$ cat src/rtl/core_sequencer.sv
// Fetch/execute sequencer: fetches one instruction, holds it through EXEC, commits or halts.
// Latency: instr latched on imem_ack, EXEC next cycle; stall extends EXEC; no fetch-ack timeout beyond FETCH_TIMEOUT.
module core_sequencer #(
    parameter logic [63:0] RESET_PC      = 64'h0,
    parameter int          FETCH_TIMEOUT = 16
) (
    input  logic        clk,
    input  logic        rst_n,
    output logic        imem_req,
    output logic [63:0] imem_addr,
    input  logic        imem_ack,
    input  logic [31:0] imem_rdata,
    output logic [31:0] instr,
    output logic        instr_valid,
    input  logic        rd_write_in,
    output logic        rd_write,
    input  logic        stall,
    input  logic        illegal,
    input  logic        redirect,
    input  logic [63:0] redirect_pc,
    output logic [63:0] pc,
    output logic [63:0] instret,
    output logic        halted
);

    localparam int            CW  = $clog2(FETCH_TIMEOUT + 1);
    localparam logic [CW-1:0] TMO = CW'(FETCH_TIMEOUT);
    localparam logic [31:0]   NOP = 32'h0000_0013;

    typedef enum logic [1:0] {FETCH, EXEC, HALT} state_t;

    state_t        state, state_nxt;
    logic [63:0]   pc_nxt, instret_nxt;
    logic [31:0]   instr_nxt;
    logic [CW-1:0] wait_cnt, wait_cnt_nxt, wait_cnt_inc;
    logic          bad_redirect;

    assign imem_addr    = pc;
    assign wait_cnt_inc = wait_cnt + CW'(1);
    assign bad_redirect = redirect && (redirect_pc[1:0] != 2'b00);

    always_ff @(posedge clk or negedge rst_n) begin
        if (!rst_n) begin
            state    <= FETCH;
            pc       <= RESET_PC;
            instret  <= 64'h0;
            instr    <= NOP;
            wait_cnt <= '0;
        end else begin
            state    <= state_nxt;
            pc       <= pc_nxt;
            instret  <= instret_nxt;
            instr    <= instr_nxt;
            wait_cnt <= wait_cnt_nxt;
        end
    end

    always_comb begin
        state_nxt    = state;
        pc_nxt       = pc;
        instret_nxt  = instret;
        instr_nxt    = instr;
        wait_cnt_nxt = wait_cnt;
        imem_req     = 1'b0;
        instr_valid  = 1'b0;
        rd_write     = 1'b0;
        halted       = 1'b0;
        case (state)
            FETCH: begin
                imem_req = 1'b1;
                if (imem_ack) begin
                    instr_nxt    = imem_rdata;
                    wait_cnt_nxt = '0;
                    state_nxt    = EXEC;
                end else begin
                    wait_cnt_nxt = wait_cnt_inc;
                    if (wait_cnt_inc == TMO) begin
                        state_nxt = HALT;
                    end
                end
            end
            EXEC: begin
                instr_valid = 1'b1;
                if (!stall) begin
                    // illegal and misaligned redirects halt without side effects
                    if (illegal || bad_redirect) begin
                        state_nxt = HALT;
                    end else begin
                        rd_write     = rd_write_in;
                        pc_nxt       = redirect ? redirect_pc : pc + 64'd4;
                        instret_nxt  = instret + 64'd1;
                        wait_cnt_nxt = '0;
                        state_nxt    = FETCH;
                    end
                end
            end
            HALT: begin
                halted = 1'b1;
            end
            default: begin
                state_nxt = HALT;
            end
        endcase
        // Outputs are quiet while reset is held, even though state already reads FETCH.
        if (!rst_n) begin
            imem_req    = 1'b0;
            instr_valid = 1'b0;
            rd_write    = 1'b0;
            halted      = 1'b0;
        end
    end

endmodule

$ cat config.mk
export PLATFORM = sky130hd
export DESIGN_NAME = core_sequencer
export DESIGN_NICKNAME = d
export VERILOG_FILES = /design/src/rtl/core_sequencer.sv
export SDC_FILE = /design/constraint.sdc
export NUM_CORES = 1
export LEC_CHECK = 0
export CAP_MARGIN = 20
export CORE_AREA = 2 2 129 131
export CTS_CLUSTER_SIZE = 28
export DETAILED_ROUTE_END_ITERATION = 8
export DIE_AREA = 0 0 131 133
export DONT_BUFFER_PORTS = 1
export GPL_TIMING_DRIVEN = 1
export PLACE_DENSITY_LB_ADDON = 0.05
export SLEW_MARGIN = 20
export SYNTH_ARGS = -nofsm -noshare
export SYNTH_HDL_FRONTEND = slang
export SYNTH_SLANG_ARGS = --single-unit
$ cat constraint.sdc
create_clock -name clk -period 2.6 [get_ports clk]
set_input_delay 0.52 -clock clk [delete_from_list [all_inputs] [get_ports clk]]
set_output_delay 0.52 -clock clk [all_outputs]
set_load 0.005 [all_outputs]
## Yosys cells after proc, flatten, opt, wreduce, memory -nomap -nowiden

Cells that the tools add are included.

- Input port bits: 103
- Word-level logic and storage cells: 46
- Register bits after elaboration: 167

- Muxes and demuxes: 20
- Bitwise operators: 3
- Add/subtract/negate cells: 3
- Equal/unequal tests: 6
- Reductions and logical operators: 9

Operator list:

| operator | count |
|---|---|
| 64-bit by 1-bit adder with 64-bit output (second input constant) | 1 |
| 64-bit by 3-bit adder with 64-bit output (second input constant) | 1 |
| 64-bit two-way mux | 1 |
| 5-bit two-way mux | 3 |
| 1-bit two-way mux | 10 |
| 5-bit one-hot mux with 2 select lines | 1 |
| 3-bit AND reduction | 3 |
| 2-bit two-way mux | 4 |
| 2-bit one-hot mux with 3 select lines | 1 |
| 5-bit by 1-bit adder with 5-bit output (second input constant) | 1 |
| 5-bit == test (second input constant) | 1 |
| 2-bit inequality test (second input constant) | 2 |
| 2-bit nonzero test | 2 |
| 3-bit inequality test (second input constant) | 1 |
| 1-bit NOT | 3 |
| 2-bit by 1-bit == test with 1-bit output (second input constant) | 1 |
| 2-bit == test (second input constant) | 1 |
| 2-bit logical NOT | 1 |
| 2-bit AND reduction | 1 |
| 1-bit logical AND | 1 |
| 1-bit logical OR | 1 |

## Depth between registers and ports, before layout

- Depth in word-level cells: 7
- Mapped depth: 8

## Worst setup path before layout

OpenSTA, ideal clock, no wires.

- Path type: reg-to-output
- Start point: reg state[1]
- End point: out rd_write
- Path slack: 204 ps
- Path buffers: 3
- Stages on the path, launching flop included: 7
- Arrival: 1,876 ps
- Required time: 2,080 ps
- Path through: dfrtp_1 -> clkbuf_1 -> or4b_1 -> clkbuf_1 -> nor2_2 -> buf_2 -> and3_1

- Cells in the longest elaborated chain, start to end: 3

Ends and longest elaborated chain:

| element | line | text |
|---|---|---|
| from (decl) | 32 | `state_t state, state_nxt;` |
| from (signal assigned) | 50 | `state <= state_nxt;` |
| 2-bit by 1-bit == test with 1-bit output | 68 | `case (state)` |
| 1-bit two-way mux | 68 |  |
| 1-bit two-way mux | 105 | `if (!rst_n) begin` |
| to (decl) | 16 | `output logic rd_write,` |

No other way between the ends.

## Worst setup path in the final report

Same ends and word-level chain as after synthesis.

==> out/metrics.cfg <==
[worst_setup_path]
cp.arrival_ns=1.98
max_stage_delay_ns=0.58
crit_slowest_cell=or4b_4
cp.required_ns=2.08
worst-path-max-fanout=10
reg2reg_depth=5
critical_path.startpoint_type=flip-flop
cp-end-kind=output pin
worst-setup-path-type=flip-flop to output pin
path_cells=buf_4 > or4b_4 > nor2_2 > and3_1

[power]
power_leakage_nw=4.309
finalPower_mw=6.155
ir_drop_mv=0.5143
p_per_area_nw_per_um2=604.3

[sta]
max_freq_ghz=0.4000
finalHoldViolCount=167
worstMarginPinSlew_ns=0.7148
final-setup-viol-count=0
finalClockSkew_ns=0.01287
period_share_pct=96.15
hold_slack_ns=-0.2189
fin_crit_ns=2.500
rsz0062_at_grt=no
finalSetupTns_ns=0
slew_headroom_pct=51.90
timing.final.max_slew_violations=0
timing.final.ws_setup_ns=0.1000

[placed_design]
placed_cell_area_sq_um=9587
dpl.hpwl_mm=19.09
dp_slack_ns=0.2165
gp_congestion=0.9006
dpl.cell_count=1158
numPortBuffers=0

[floorplan]
io_pins=331
die_h_um=133
core-area_sq_um=16170
die_area_sq_um=17420
start_util_pct=58.58
rows=47
fp.dieW_um=131

[route]
drt_pre_antenna_iters=5
postRouteAntennaNets=0
detail_route.vias_per_cell=6.539
vias=7782
drt_iter0_markers=574
wire_per_inst_um=22.35
routed_wl_mm=26.59
route.detailed.drc=0

[clock_tree]
cts_root_buf=clkbuf_16
cts_tree=yes
clock_sinks=167
cts_made_buffers=17
htreeDepth=4
clk_path_buf_depth=2
clk_latency_ns=0.43
clkTransAtPathRegs_ns=0.07

[grt]
grt_pass1_wl_mm=41.57
grt_usage_pct=30.53
grt_pass1_vias=7665
overflow=0
grt_start_max_net_pins=172
antenna_found_initial=0

[synth]
synth_seq_area_share_pct=44.16
ys_types=60
yosysMostFrequentCell=dfrtp_1
synthCells=988
synth_edf_count=0
syn_avg_cell_area_sq_um=9.588
synth_common_cells=164 x dfrtp_1, 75 x nand2_1, 75 x nor2_1, 64 x buf_4, 60 x nand3_1
netlist_area_sq_um=9473
ys_warn_count=0
synth_async_sr_flop_share_pct=100.0
dominantRegCellSynth=dfrtp_1
mappedNetlistNets=1094
synth_area_leaders=dfrtp_1 43%, buf_4 5.1%, mux2_2 4.0%, mux2i_1 3.7%, xor2_1 3.4%
ys_ff_latch=167
synth_top_area_share_pct=43.32
synth_top_cell_by_area=dfrtp_1

[layout]
fin_area_sq_um=10180
drive_gt1_share_pct=15.57
n_antenna_cell=0
area_delta_synth_final_pct=7.516
instances_no_fill=1190
nets=1063
fin_util_pct=62.98

[status]
violations=negative hold slack
status=complete, but fails checks

[flow_run]
drv_cap=0

[min_path]
hp-class=input pin to async pin

==> critical path: cells and delay by family, from the launching register on <==
| kind | cells | cell delay [ns] |
|---|---|---|
| flip-flops | 1 | 0.41 |
| AND/OR/NAND/NOR | 3 | 0.95 |
| buffers and inverters | 1 | 0.18 |
==> area by class of cell <==
| cell class | count | area [sq um] |
|---|---|---|
| fill | 1338 | 5987 |
| multi-input combinational | 692 | 4583 |
| sequential | 167 | 4183 |
| timing repair buffer | 62 | 490.5 |
| clock buffer | 17 | 425.4 |
| tap | 220 | 275.3 |
| clock inverter | 15 | 163.9 |
| inverter | 17 | 63.81 |
==> sequential cells by signal, summed over array words and instances, names as in the netlist <==
register,cells
state,2
wait_cnt,5
instr,32
imem_addr,64
instret,64
==> placed cells by master, fill, tap and decap left out, types with 17 or more instances in the layout <==
| master | Yosys | layout |
|---|---|---|
| xnor2_1 | 28 | 28 |
| nor4_1 | 34 | 34 |
| buf_4 | 64 | 60 |
| a22oi_1 | 31 | 31 |
| dfrtp_1 | 164 | 164 |
| mux2i_1 | 35 | 35 |
| a21oi_1 | 17 | 17 |
| nand3_1 | 60 | 60 |
| clkbuf_16 | 0 | 17 |
| mux2_2 | 34 | 34 |
| nor3_1 | 43 | 42 |
| nand4_1 | 43 | 43 |
| nor2_1 | 75 | 75 |
| nand2_1 | 75 | 74 |
| xor2_1 | 37 | 37 |
| o21ai_0 | 22 | 22 |
==> path summary, 6_finish.rpt <==
check                      slack (ns)       endpoint     startpoint
min in group clk                 0.19    wait_cnt[2]       imem_ack
hold / removal                  -0.22    instret[39]          rst_n
hold reg to reg                  0.52    instret[39]    instret[39]
setup reg to reg                 0.16  imem_addr[61]  imem_addr[44]
setup / recovery                 0.10       rd_write       state[1]
max in group asynchronous        2.60       instr[4]          rst_n
==> cell families after synthesis <==
kind of cell | synth area share, %
AND/OR/NAND/NOR | 23.88
XOR/XNOR | 6.010
buffers and inverters | 7.780
AO/OA/AOI/OAI | 9.444
flip-flops | 44.16
multiplexers | 8.334
adder cells (fa/ha/maj) | 0.3963
==> power by group <==
part	internal (mW)	total [mW]	switching [mW]
combinational	0.301	0.505	0.204
sequential	2.91	3.17	0.261
clock	1.28	2.48	1.20
==> metal layers <==
metal	GRT usage, %	routed length (um)
met1	38.83	10510
met4	9.929	692
met2	49.60	13040
met3	9.341	2345
met5	0	0
==> repair_timing <==
action | in CTS | in global routing
gates resized for setup | 1 | 1
endpoints found under the setup margin | 1 | 1
buffers inserted | 0 | 0
endpoints found under the hold margin | 167 | 167
Note: power is estimated with default switching activity, not from simulation.
